`config.mk`:
```
export PLATFORM = sky130hd
export DESIGN_NAME = gmii_capture_writer
export DESIGN_NICKNAME = d
export VERILOG_FILES = /design/src/rtl/gmii_capture_writer.sv
export SDC_FILE = /design/constraint.sdc
export NUM_CORES = 1
export LEC_CHECK = 0
export BUFFER_PORTS_ARGS = -buffer_cell sky130_fd_sc_hd__buf_2
export CORE_ASPECT_RATIO = 0.7
export CORE_MARGIN = 4
export CORE_UTILIZATION = 60
export DETAILED_ROUTE_END_ITERATION = 10
export GPL_ROUTABILITY_DRIVEN = 0
export PLACE_DENSITY_LB_ADDON = 0.1
export RECOVER_POWER = 50
export SLEW_MARGIN = 20
export SYNTH_ARGS = -nofsm -noshare
export SYNTH_HDL_FRONTEND = slang
export SYNTH_SLANG_ARGS = --single-unit
```
`constraint.sdc`:
```
create_clock -name i_clk -period 5.8 [get_ports i_clk]
set_input_delay 0.29 -clock i_clk [delete_from_list [all_inputs] [get_ports i_clk]]
set_output_delay 0.29 -clock i_clk [all_outputs]
set_load 0.01 [all_outputs]
```
`src/rtl/gmii_capture_writer.sv`:
```
// Captures one armed GMII frame into a RAM write port. The preamble and SFD are
// stripped, payload bytes are packed little-endian into DATA_WIDTH words, and frame status is reported.
module gmii_capture_writer #(
  parameter int DATA_WIDTH = 32,
  parameter int ADDR_WIDTH = 8,
  parameter int LEN_WIDTH  = 16
) (
  input  logic                  i_clk,
  input  logic                  rst,
  input  logic                  arm,
  input  logic [7:0]            gmii_rxd,
  input  logic                  gmii_rx_dv,
  input  logic                  gmii_rx_er,
  output logic                  o_wr,
  output logic [ADDR_WIDTH-1:0] o_addr,
  output logic [DATA_WIDTH-1:0] o_data,
  output logic                  busy,
  output logic                  done,
  output logic [LEN_WIDTH-1:0]  frame_len,
  output logic [ADDR_WIDTH:0]   words_written,
  output logic                  truncated,
  output logic                  rx_error
);
  localparam int BYTES  = DATA_WIDTH / 8;
  localparam int LANE_W = (BYTES > 1) ? $clog2(BYTES) : 1;
  localparam logic [LANE_W-1:0]   LAST_LANE = LANE_W'(BYTES - 1);
  localparam logic [ADDR_WIDTH:0] CAPACITY  = {1'b1, {ADDR_WIDTH{1'b0}}};
  localparam logic [7:0]          SFD       = 8'hD5;

  typedef enum logic [2:0] {IDLE, WAIT_GAP, WAIT_SFD, CAPTURE, FLUSH, DONE} state_e;

  state_e                state_q, state_d;
  logic [LANE_W-1:0]     lane_q, lane_d;
  logic [DATA_WIDTH-1:0] pack_q, pack_d;
  logic                  wr_q, wr_d;
  logic [ADDR_WIDTH-1:0] addr_q, addr_d;
  logic [DATA_WIDTH-1:0] data_q, data_d;
  logic [LEN_WIDTH-1:0]  len_q, len_d;
  logic [ADDR_WIDTH:0]   words_q, words_d;
  logic                  trunc_q, trunc_d;
  logic                  err_q, err_d;
  logic [DATA_WIDTH-1:0] packed_word;
  logic                  full;

  always_ff @(posedge i_clk) begin
    if (rst) begin
      state_q <= IDLE;
      lane_q  <= '0;
      pack_q  <= '0;
      wr_q    <= 1'b0;
      addr_q  <= '0;
      data_q  <= '0;
      len_q   <= '0;
      words_q <= '0;
      trunc_q <= 1'b0;
      err_q   <= 1'b0;
    end else begin
      state_q <= state_d;
      lane_q  <= lane_d;
      pack_q  <= pack_d;
      wr_q    <= wr_d;
      addr_q  <= addr_d;
      data_q  <= data_d;
      len_q   <= len_d;
      words_q <= words_d;
      trunc_q <= trunc_d;
      err_q   <= err_d;
    end
  end

  always_comb begin
    state_d     = state_q;
    lane_d      = lane_q;
    pack_d      = pack_q;
    wr_d        = 1'b0;
    addr_d      = addr_q;
    data_d      = data_q;
    len_d       = len_q;
    words_d     = words_q;
    trunc_d     = trunc_q;
    err_d       = err_q;
    full        = (words_q == CAPACITY);
    packed_word = pack_q;
    packed_word[{lane_q, 3'b000} +: 8] = gmii_rxd;

    case (state_q)
      IDLE, DONE: begin
        if (arm) begin
          state_d = WAIT_GAP;
          len_d   = '0;
          words_d = '0;
          trunc_d = 1'b0;
          err_d   = 1'b0;
        end
      end
      WAIT_GAP: begin
        if (!gmii_rx_dv) state_d = WAIT_SFD;
      end
      WAIT_SFD: begin
        if (gmii_rx_dv && gmii_rxd == SFD) begin
          state_d = CAPTURE;
          lane_d  = '0;
          pack_d  = '0;
        end
      end
      CAPTURE: begin
        if (gmii_rx_dv) begin
          if (len_q != '1) len_d = len_q + 1'b1;
          if (gmii_rx_er) err_d = 1'b1;
          // Once the RAM is full, bytes are only counted; the lane stays at 0 so nothing gets flushed.
          if (full) begin
            trunc_d = 1'b1;
          end else if (lane_q == LAST_LANE) begin
            wr_d    = 1'b1;
            addr_d  = words_q[ADDR_WIDTH-1:0];
            data_d  = packed_word;
            words_d = words_q + 1'b1;
            lane_d  = '0;
            pack_d  = '0;
          end else begin
            lane_d = lane_q + 1'b1;
            pack_d = packed_word;
          end
        end else if (lane_q == '0) begin
          state_d = DONE;
        end else begin
          state_d = FLUSH;
          wr_d    = 1'b1;
          addr_d  = words_q[ADDR_WIDTH-1:0];
          data_d  = pack_q;
          words_d = words_q + 1'b1;
        end
      end
      FLUSH: state_d = DONE;
      default: state_d = IDLE;
    endcase
  end

  assign o_wr          = wr_q;
  assign o_addr        = addr_q;
  assign o_data        = data_q;
  assign busy          = (state_q == WAIT_GAP) || (state_q == WAIT_SFD) ||
                         (state_q == CAPTURE)  || (state_q == FLUSH);
  assign done          = (state_q == DONE);
  assign frame_len     = len_q;
  assign words_written = words_q;
  assign truncated     = trunc_q;
  assign rx_error      = err_q;
endmodule

```
# ---- Yosys cells after proc, flatten, opt, wreduce, memory -nomap -nowiden
# Cells that the tools add are included.
dict set report totals {
  ff_bits 105
  inputBits 13
  output_inout_bits 70
}
dict set report op_classes {
  add_sub_neg 4
  n_eq_ne 24
  shift 2
  n_mux 46
  bitwise 1
  reduce_logical 17
}
# operator n
set op_table {}
lappend op_table {{2-to-1 mux 32 bit} 8}
lappend op_table {{case mux 32 bit (2 select lines)} 1}
lappend op_table {{2-to-1 mux 16 bit} 3}
lappend op_table {{2-to-1 mux 9 bit} 5}
lappend op_table {{bitwise mux 32 bit} 1}
lappend op_table {{2-to-1 mux 8 bit} 4}
lappend op_table {{case mux 16 bit (2 select lines)} 1}
lappend op_table {{variable shift 8 x 7 -> 32 bit, first input constant} 1}
lappend op_table {{variable part select 8 x 7 -> 32 bit} 1}
lappend op_table {{AND reduction 4 bit} 6}
lappend op_table {{inequality test 2 bit, second input constant} 11}
lappend op_table {{case mux 9 bit (2 select lines)} 1}
lappend op_table {{adder 16 x 1 -> 16 bit, second input constant} 1}
lappend op_table {{inequality test 16 bit, second input constant} 1}
lappend op_table {{case mux 3 bit (5 select lines)} 1}
lappend op_table {{2-to-1 mux 3 bit} 4}
lappend op_table {{2-to-1 mux 1 bit} 10}
lappend op_table {{adder 9 x 1 -> 9 bit, second input constant} 1}
lappend op_table {{== test 9 bit, second input constant} 1}
lappend op_table {{inequality test 3 bit, second input constant} 3}
lappend op_table {{== test 8 bit, second input constant} 1}
lappend op_table {{2-to-1 mux 2 bit} 4}
lappend op_table {{negator 5 -> 7 bit} 1}
lappend op_table {{== test 3 x 2 -> 1 bit, second input constant} 2}
lappend op_table {{other kinds (15)} 21}

# ---- Longest topological paths before layout
dict set report logic_depth {
  word_depth 7
  ltp_mapped 10
}

# ---- Least setup slack after synthesis
# OpenSTA, ideal clock, no wires.
dict set report synth_timing {
  kind {register -> register}
  start {register lane_q[0]}
  end {register addr_q[2] (netlist: o_addr[2])}
  arrival_ps 2055
  required_time_ps 5730
  slack_ps 3675
  stages_incl_launch_ff 11
  path_buffers 4
  cell_sequence {dfxtp_1 > clkbuf_1 > inv_1 > ha_1 > buf_2 > nor3_2 > a41o_1 > buf_2 > buf_2 > nand2_1 > a21oi_1}
}
dict set report synth_via {
  elab_chain_len 3
}
# element line
set synth_lines {}
lappend synth_lines {{start, declared} 33} ;# logic [LANE_W-1:0] lane_q, lane_d;
lappend synth_lines {{start signal, assigned} 59} ;# lane_q <= lane_d;
lappend synth_lines {{== test 2 bit / logical NOT 2 bit (equally long branches)} {113, 124}}
lappend synth_lines {{inequality test 2 x 1 -> 1 bit (no line) / inequality test 2 bit (equally long branches)} --}
lappend synth_lines {{AND reduction 4 bit (no line) *} --}
lappend synth_lines {{end signal, assigned} 62} ;# addr_q <= addr_d;
lappend synth_lines {{end, declared} 36} ;# logic [ADDR_WIDTH-1:0] addr_q, addr_d;
# Every way passes the cells marked *; elsewhere a longest branch is shown, timed or not.
# A chain may end at the register's enable or synchronous reset.

# ---- Worst setup path after layout
dict set report layout_timing {
  start {register words_q[0] (netlist: words_written[0])}
  end {register pack_q[1]}
}
dict set report layout_via {
  elab_chain_len 3
}
# element line
set layout_lines {}
lappend layout_lines {{start, declared} 39} ;# logic [ADDR_WIDTH:0] words_q, words_d;
lappend layout_lines {{start signal, assigned} 65} ;# words_q <= words_d;
lappend layout_lines {{== test 9 bit} 82} ;# full = (words_q == CAPACITY);
lappend layout_lines {{inequality test 2 bit (no line)} --}
lappend layout_lines {{AND reduction 4 bit (no line)} --}
lappend layout_lines {{end signal, assigned} 60} ;# pack_q <= pack_d;
lappend layout_lines {{end, declared} 34} ;# logic [DATA_WIDTH-1:0] pack_q, pack_d;
# No other way between the ends.

==> out/results.ini <==
[sta]
rsz0062_at_grt = false
worst_slew_pin_slew_ns = 2.25
slew_headroom_pct = -50.3
skew_ns = 0.00549
fmax_mhz = 247
fin_crit_sh_pct = 69.7
setup_viol = 0
fin_tns_setup_ns = 0
drv_slew = 28
hold_viol = 0
fin_crit_ns = 4.04

[floorplanning]
rows = 26
die-area_um2 = 9490
core_area_um2 = 7510
die_width_um = 115
die_h_um = 82.7
start_util_pct = 63.7
io_pins = 83

[placed_design]
hpwl_um = 8170
port_buffers = 82

[detailed_routing]
vias_per_cell = 6.51
first_pass_iters = 5
wl_um = 12200
vias = 4435
post_drt_wl_per_cell_um = 17.9
drc_errors = 0
detail-route-antenna-nets = 0
drtIter0Drc = 563

[flow_run]
max_cap_violations = 1

[yosys]
syn_avg_cell_area_um2 = 9.12
syn_area_um2 = 4790
yosys_warnings = 0
syn-num-nets = 547
ys_async_sr_fraction_pct = 0
synth-seq-area-share_pct = 43.9
ys_ff_latch = 105
synthFlopType = dfxtp_1
synth-edff-count = 0
syn_inst = 525
synth_cell_types = 61

[grt]
grt_use_met2_pct = 41.1
grt_use_met1_pct = 35.9
grt_use_met3_pct = 6.19
grt_pass1_vias = 3969
grt_max_degree = 77
antenna_found_initial = 0
grt_use_total_pct = 25.9
grt_overflow = 0
grt_pass1_wl_um = 19600
grt_most_used_layer = met2

[worst_setup_path]
crit_required_ns = 6.08
arrival_ns = 4.33
cp-start-kind = flop
path_max_fanout = 27
worstSetupEndpointType = flop
timing_worst_setup_path_type = flop to flop

[power]
p_leak_nw = 1.75
ir_drop_mv = 0.217
total_power_w = 0.00155
power.density_nw_per_um2 = 291

[clocking]
cts_max_level = 3
cts_tree = yes
post_cts_resized = 0
postCtsSetupBuffers = 0
clkTransAtPathRegs_ns = 0.07
cts_buffer_depth = 2
clock_sinks = 105
clockRootBuffer = clkbuf_16
clock_latency_ns = 0.34
holdBufCountCts = 0
cts_inserted_buffers = 9

[final_layout]
antennaDiodeCount = 0
final_nets = 600
utilization_pct = 71.0
final_layout_size_suffix_gt1_share_pct = 8.58
area_delta_synth_final_pct = 11.5

[hold_path]
hp-class = primary input to flop

[outcome]
failed_checks = max-capacitance violations, max-slew violations
status = complete, but fails checks

==> cell usage in the layout, fill, tap and decap left out, types with 3 or more instances in the layout <==
master       n
nand3_1     13
nor3_1      48
buf_2       12
nand4_1      8
o31ai_1      5
a41oi_1      5
ha_1         9
a32o_1      25
o311ai_0     3
o21ai_0     14
a31oi_1     10
inv_1        9
clkbuf_8     3
nor4_2       4
and3_1       7
nand2_1     41
a221oi_1    32
a21oi_1     26
clkbuf_16    9
o22ai_4      4
buf_4        3
a22o_1       7
nor2_1      48
dfxtp_1    105
nand2b_1     5
or3_1        4
clkbuf_1    70
a311oi_1    10
==> layer usage <==
layer	up-vias	wire, um
met5	-	0
met4	0	114
met3	10	1090
met2	207	5330
met1	2087	5630
li1	2131	-
==> path summary, 6_finish.rpt <==
check	start	endpoint	slack, ns	depth (start not counted)
max	words_written[0]	pack_q[1]	1.76	7
max reg2reg	words_written[0]	pack_q[1]	1.76	7
min	gmii_rx_er	rx_error	0.21	3
min reg2reg	o_addr[7]	o_addr[7]	0.46	2
==> power breakdown <==
group	internal (W)	total, W	switching [W]
sequential	0.000731	0.000756	0.0000250
combinational	0.0000685	0.000214	0.000145
clock	0.000325	0.000582	0.000257
total	0.00113	0.00155	0.000427
==> final cells by class <==
| class | count | area [um^2] |
|---|---|---|
| Tap cell | 98 | 123 |
| Fill cell | 613 | 2180 |
| Inverter | 9 | 33.8 |
| Sequential cell | 105 | 2100 |
| Clock inverter | 4 | 26.3 |
| Timing Repair Buffer | 85 | 345 |
| Clock buffer | 12 | 267 |
| Multi-Input combinational cell | 368 | 2440 |
==> through the flow <==
step | hold slack [ns] | instance area [um^2] | worst slack [ns] | std cells
6_report | 0.206 | 5340 | 1.76 | 681
5_1_grt | 0.242 | 5340 | 1.46 | 681
4_1_cts | 0.203 | 5450 | 2.69 | 681
3_5_place_dp | 0.444 | 5150 | 2.69 | 665
3_3_place_gp | 0.441 | 5150 | 2.87 | 665
2_1_floorplan | 0.442 | 4790 | 3.67 | 525
==> sequential cells by signal, summed over array words and instances, names as in the netlist <==
signal         cells
lane_q             2
o_wr               1
frame_len         16
truncated          1
o_data            32
rx_error           1
words_written      9
state_q            3
o_addr             8
pack_q            32
==> Yosys cell counts (5+ instances only) <==
master	count	share of area (%)
a21oi_1	25	2.6
a221oi_1	32	5.9
a22o_1	7	1.3
a311oi_1	10	1.8
a31oi_1	10	1.3
a32o_1	25	5.2
a41oi_1	5	0.91
and3_1	7	0.91
buf_1	10	0.78
buf_2	13	1.4
clkbuf_1	17	1.3
dfxtp_1	105	44
ha_1	9	2.4
inv_1	9	0.71
nand2_1	41	3.2
nand2b_1	5	0.65
nand3_1	13	1.4
nand4_1	8	1.0
nor2_1	48	3.8
nor3_1	47	4.9
o21ai_0	14	1.5
o31ai_1	5	0.78
==> worst max-delay path: stages, from the launching register on <==
cell and delay, ns:
dfxtp_1 0.48, inv_1 0.09, ha_1 0.19, and4bb_1 0.24, a21oi_1 1.67, nand2_2 0.53, nor2_1 0.58, a22o_1 0.20
==> kinds of logic after synthesis <==
| family | synth area share, % |
|---|---|
| xor+xnor | 0.183 |
| simple gates | 21.5 |
| mux | 0.209 |
| buf+inv | 4.65 |
| flops | 43.9 |
| fa+ha+maj | 2.35 |
| compound gates | 27.2 |
No activity file was read; power rests on OpenSTA's default activity.
